## src/rtl/seq_detect_pkg.sv

```systemverilog
// Shared definitions for the parameterised serial sequence detector.
//   ovl_mode_e : overlap / non-overlap detection mode encoding
//   DEF_*      : configuration loaded by reset (pattern 101, length 3, overlap)
//   MIN_LEN    : shortest pattern length accepted by cfg_load
package seq_detect_pkg;

   typedef enum logic {
      OVL_OFF = 1'b0,   // non-overlapping: a match consumes its bits
      OVL_ON  = 1'b1    // overlapping: bits of a match may start the next one
   } ovl_mode_e;

   localparam logic [31:0] DEF_PAT = 32'b101;
   localparam int          DEF_LEN = 3;
   localparam ovl_mode_e   DEF_OVL = OVL_ON;
   localparam int          MIN_LEN = 2;

endpackage

```

## src/rtl/seq_sat_counter.sv

```systemverilog
// Saturating up-counter used for the detector's match count.
//   clk   : rising-edge clock
//   clr_n : asynchronous active-low reset (count -> 0)
//   clr   : synchronous clear, takes priority over inc
//   inc   : increment by one, holding at all-ones
//   cnt   : current count
module seq_sat_counter #(
   parameter int W = 8
) (
   input  logic         clk,
   input  logic         clr_n,
   input  logic         clr,
   input  logic         inc,
   output logic [W-1:0] cnt
);

   always_ff @(posedge clk or negedge clr_n) begin
      if (!clr_n) begin
         cnt <= '0;
      end else if (clr) begin
         cnt <= '0;
      end else if (inc && (cnt != '1)) begin
         cnt <= cnt + W'(1);
      end
   end

endmodule

```

## src/rtl/seq_detect_param.sv

```systemverilog
// Serial pattern detector with a run-time loadable pattern of 2..PAT_W bits.
//   clk       : rising-edge clock
//   clr_n     : asynchronous active-low reset
//   x/x_valid : serial data bit and its qualifier
//   cfg_load  : latch cfg_pat / cfg_len / cfg_ovl (illegal lengths rejected)
//   cfg_pat   : pattern, bit [cfg_len-1] arrives first, bit [0] last
//   cfg_len   : pattern length
//   cfg_ovl   : 1 = overlapping matches, 0 = non-overlapping
//   cnt_clr   : synchronous clear of match_cnt (wins over a same-edge match)
//   z         : registered one-cycle pulse the cycle after a match
//   match_cnt : saturating count of matches
//   cfg_err   : one-cycle pulse after a rejected cfg_load
module seq_detect_param
   import seq_detect_pkg::*;
#(
   parameter int PAT_W = 8,
   parameter int CNT_W = 8,
   parameter int LEN_W = $clog2(PAT_W + 1)
) (
   input  logic             clk,
   input  logic             clr_n,
   input  logic             x,
   input  logic             x_valid,
   input  logic             cfg_load,
   input  logic [PAT_W-1:0] cfg_pat,
   input  logic [LEN_W-1:0] cfg_len,
   input  logic             cfg_ovl,
   input  logic             cnt_clr,
   output logic             z,
   output logic [CNT_W-1:0] match_cnt,
   output logic             cfg_err
);

   logic [PAT_W-1:0] hist;
   logic [LEN_W-1:0] fill;
   logic [PAT_W-1:0] pat_q;
   logic [LEN_W-1:0] len_q;
   ovl_mode_e        ovl_q;

   logic [PAT_W-1:0] cand;
   logic [PAT_W-1:0] mask;
   logic             cfg_ok;
   logic             fill_ok;
   logic             match;

   // Window including the bit arriving on this edge.
   assign cand = {hist[PAT_W-2:0], x};

   // NOTE: always_comb gives every output a default before any conditional
   // assignment so no path leaves it unassigned and no latch is inferred.
   always_comb begin
      mask = '0;
      for (int i = 0; i < PAT_W; i++) begin
         if (i < int'(len_q)) mask[i] = 1'b1;
      end
   end

   assign cfg_ok  = (cfg_len >= LEN_W'(MIN_LEN)) && (cfg_len <= LEN_W'(PAT_W));
   // fill counts bits before this one, so the current bit makes fill+1.
   assign fill_ok = ((LEN_W+1)'(fill) + (LEN_W+1)'(1)) >= (LEN_W+1)'(len_q);
   // cfg_load wins over x_valid: the bit is dropped and no compare happens.
   assign match   = x_valid && !cfg_load && fill_ok &&
                    (((cand ^ pat_q) & mask) == '0);

   // NOTE: sequential state uses non-blocking assignments so every register
   // samples the pre-edge values regardless of statement order.
   always_ff @(posedge clk or negedge clr_n) begin
      if (!clr_n) begin
         hist    <= '0;
         fill    <= '0;
         pat_q   <= PAT_W'(DEF_PAT);
         len_q   <= LEN_W'(DEF_LEN);
         ovl_q   <= DEF_OVL;
         z       <= 1'b0;
         cfg_err <= 1'b0;
      end else begin
         z       <= match;
         cfg_err <= cfg_load && !cfg_ok;
         if (cfg_load) begin
            if (cfg_ok) begin
               pat_q <= cfg_pat;
               len_q <= cfg_len;
               ovl_q <= ovl_mode_e'(cfg_ovl);
               fill  <= '0;
            end
         end else if (x_valid) begin
            hist <= cand;
            if (match && (ovl_q == OVL_OFF)) begin
               fill <= '0;
            end else if (fill != LEN_W'(PAT_W)) begin
               fill <= fill + LEN_W'(1);
            end
         end
      end
   end

   seq_sat_counter #(
      .W (CNT_W)
   ) u_cnt (
      .clk   (clk),
      .clr_n (clr_n),
      .clr   (cnt_clr),
      .inc   (match),
      .cnt   (match_cnt)
   );

endmodule
```

## config.mk

```make
export PLATFORM = sky130hd
export DESIGN_NAME = seq_detect_param
export DESIGN_NICKNAME = d
export VERILOG_FILES = /design/src/rtl/seq_detect_pkg.sv /design/src/rtl/seq_sat_counter.sv /design/src/rtl/seq_detect_param.sv
export SDC_FILE = /design/constraint.sdc
export NUM_CORES = 1
export LEC_CHECK = 0
export CORE_MARGIN = 10
export CORE_UTILIZATION = 40
export CTS_CLUSTER_DIAMETER = 30
export DETAILED_ROUTE_END_ITERATION = 8
export GPL_TIMING_DRIVEN = 0
export SLEW_MARGIN = 25
export SYNTH_ARGS = -nofsm -noshare
export SYNTH_HDL_FRONTEND = slang
export SYNTH_SLANG_ARGS = --single-unit
```

## constraint.sdc

```tcl
create_clock -name clk -period 6.8 [get_ports clk]
set_input_delay 1.02 -clock clk [delete_from_list [all_inputs] [get_ports clk]]
set_output_delay 1.02 -clock clk [all_outputs]
set_load 0.02 [all_outputs]
```

==> results.sh <==
export IMPL_status="complete, no violations"
export IMPL_ys_flop_type="dfrtp_1"
export IMPL_core_um2=4350
export IMPL_hold_viol=0
export IMPL_fin_util_pct=51.9
export IMPL_layout_min_cycle_time_ps=3210
export IMPL_syn2layout_area_growth_pct=24.8
export IMPL_cp_required_ps=6990
export IMPL_cp_slowest_cell="clkdlybuf4s50_1"
export IMPL_cts_setup_buffers=0
export IMPL_gp_congestion=0.831
export IMPL_tightestPinTransition_ps=600
export IMPL_top_level_ports=29
export IMPL_postCtsHoldBufs=0
export IMPL_wl_met2_um=1940
export IMPL_setup_viol=0
export IMPL_p_sw_w=0.000150
export IMPL_seq_power_share_pct=48.8
export IMPL_antenna_found_initial=0
export IMPL_setup_tns_ps=0
export IMPL_async_reset_ff_share_pct=100
export IMPL_wl_met3_um=313
export IMPL_pre_cts_ws_ps=3280
export IMPL_crit_top_cell="a21oi_1"
export IMPL_cts_root_buf="clkbuf_8"
export IMPL_drt_total_wl_um=4050
export IMPL_vdd_drop_max_mv=0.163
export IMPL_drc=0
export IMPL_final_cell_area_um2=2260
export IMPL_syn_inst=180
export IMPL_finClkSkew_ps=8.04
export IMPL_yosys_top_cells_area="dfrtp_1 40%, mux2_2 8.1%, dfstp_2 7.3%"
export IMPL_power_frac_comb_pct=23.1
export IMPL_std_cell_rows=24
export IMPL_critical_path_max_stage_delay_ps=520
export IMPL_grt_pass1_vias=1432
export IMPL_vias_per_cell=5.35
export IMPL_grt_pass1_wl_um=7000
export IMPL_cts_htree_levels=2
export IMPL_grt_overflow_total=0
export IMPL_p_clk_share_pct=28.2
export IMPL_cp_arrival_ps=3400
export IMPL_power_density_nw_per_um2=234
export IMPL_leakage_nw=0.966
export IMPL_fmax_mhz=312
export IMPL_dpl_cell_area_um2=2170
export IMPL_insertion_delay_ps=280
export IMPL_drive_above_1_share_pct=16.7
export IMPL_synth_area_um2=1810
export IMPL_clk_pin_slew_worst_paths_ps=70
export IMPL_nets=241
export IMPL_ys_seq_area_share_pct=47.3
export IMPL_hp_class="reg2reg"
export IMPL_cp_end_kind="flop"
export IMPL_synth_avg_cell_area_um2=10.1
export IMPL_grt_total_usage_pct=11.4
export IMPL_drt_iter0_markers=88
export IMPL_drtAntennaViolNets=0
export IMPL_crit_path_start_kind="primary input"
export IMPL_path_delay_family="simple AND/OR/NAND/NOR gates"
export IMPL_max_slew_margin_pct=60.0
export IMPL_cts_buffers=5
export IMPL_post_route_period_util_pct=47.2
export IMPL_post_drt_wl_per_cell_um=15.1
export IMPL_vias=1433
export IMPL_synth_top_area_share_pct=40.1
export IMPL_grt_max_degree=19
export IMPL_die_y_um=87.3
export IMPL_crit_path_max_fanout=8
export IMPL_synth_fp_nets=206
export IMPL_holdWs_ps=508
export IMPL_place_hpwl_um=3150
export IMPL_portBuffers=27
export IMPL_cts_resized=0
export IMPL_ys_types=39
export IMPL_drv_cap=0
export IMPL_crit_type="in2reg"
export IMPL_rsz0062_at_grt="false"
export IMPL_yosysTopAreaCell="dfrtp_1"
export IMPL_critPathBufInv=2
export IMPL_synth_edf_count=0
export IMPL_clock_sinks=34
export IMPL_synth_seq_cells=34
export IMPL_switching_share_pct=28.3
export IMPL_crit_chain="clkdlybuf4s50_1 > nand2b_1 > clkbuf_1 > a21oi_1 > o2111ai_1 > or3_4 > or4_1 > a21oi_1"
export IMPL_wl_met1_um=1750
export IMPL_power_internal_w=0.000380
export IMPL_initial_utilization_pct=41.6
export IMPL_diodes=0
export IMPL_firstDrtPassIters=4
export IMPL_die_w_um=87.3
export IMPL_yosysWarnings=0
export IMPL_fin_ws_ps=3590
export IMPL_tritoncts="yes"
export IMPL_highest_layer="met4"
export IMPL_cts_buffer_depth=2
export IMPL_dieArea_um2=7620
export IMPL_drv_slew=0
==> routing by layer <==
layer | vias up | track usage, %
li1 | 696 | -
met1 | 688 | 15.3
met2 | 44 | 16.9
met3 | 5 | 3.75
met4 | 0 | 3.19
met5 | - | 0
==> sequential cells by signal (all words and copies together) (netlist names) <==
register,flops
ovl_q,1
pat_q,8
u_cnt.cnt,8
fill,4
hist,7
z,1
len_q,4
cfg_err,1
==> kinds of logic (layout without fill, tap and decap cells) <==
kind of cell	count (synthesis)	after routing	synth area share, %
AOI/OAI and AO/OA	34	34	11.4
xor gates and xnor gates	9	9	4.35
adders and majority gates	7	7	4.84
buffers and inverters	15	51	4.01
DFF	34	34	47.3
muxes	15	15	9.19
and+or+nand+nor	66	66	18.9
==> metrics by stage <==
step	power, W	instances
5_1_grt	0.000569	268
3_3_place_gp	0.000377	259
2_1_floorplan	0.000342	180
6_report	0.000529	268
4_1_cts	0.000538	268
3_5_place_dp	0.000385	260
==> area by class of cell <==
| type | instances | area, um2 |
|---|---|---|
| multi-input combinational | 131 | 881 |
| clock inverter | 1 | 5.00 |
| buffer | 7 | 42.5 |
| timing repair buffer | 28 | 293 |
| inverter | 8 | 30.0 |
| clock buffer | 7 | 86.3 |
| tap | 52 | 65.1 |
| sequential | 34 | 857 |
| fill | 400 | 2090 |
==> power groups by stage <==
stage	Combinational (W)	Sequential [W]	Clock, W
after floorplan	0.0000862	0.000256	0
after global routing	0.000139	0.000263	0.000167
final	0.000122	0.000258	0.000149
after detailed placement	0.000124	0.000262	0
after global placement	0.000117	0.000260	0
after CTS	0.000125	0.000258	0.000155
==> tightest hold or removal path, delay by kind of cell (launching register included) <==
kind / cells / cell delay [ps]
flops: 1 / 370
simple gates: 2 / 110
==> cells in the mapped netlist, drive strengths merged (2+ instances only) <==
cell type and count:
dfrtp 29, xnor2 6, o41ai 2, or3 7, mux2 13, nand2b 6, nand2 29, ha 7
buf 4, mux2i 2, nand4 3, nand3 5, o21ai 11, xor2 3, o22ai 2, inv 8
nor2 4, clkbuf 3, nor2b 4, a211oi 2, or4 2, nand3b 2, a21oi 12, dfstp 5
==> placed cells by master (no fill, tap or decap), drive strengths merged, types with 7 or more instances in the layout <==
cell,instances
inv,8
mux2,13
o21ai,11
clkbuf,10
or3,7
dfrtp,29
ha,7
clkdlybuf4s50,26
a21oi,12
nand2,29
==> final timing paths <==
path,from,end,slack (ps),cells past startpoint
worst max-delay path,cfg_load,u_cnt.cnt[6],3590,8
min in group asynchronous,clr_n,z,690,1
worst min-delay path,hist[2],hist[3],510,2
max in group asynchronous,clr_n,pat_q[0],5580,2
worst max register to register,fill[0],u_cnt.cnt[6],4170,9
worst min register to register,hist[2],hist[3],510,2
No activity file was read; power rests on OpenSTA's default activity.
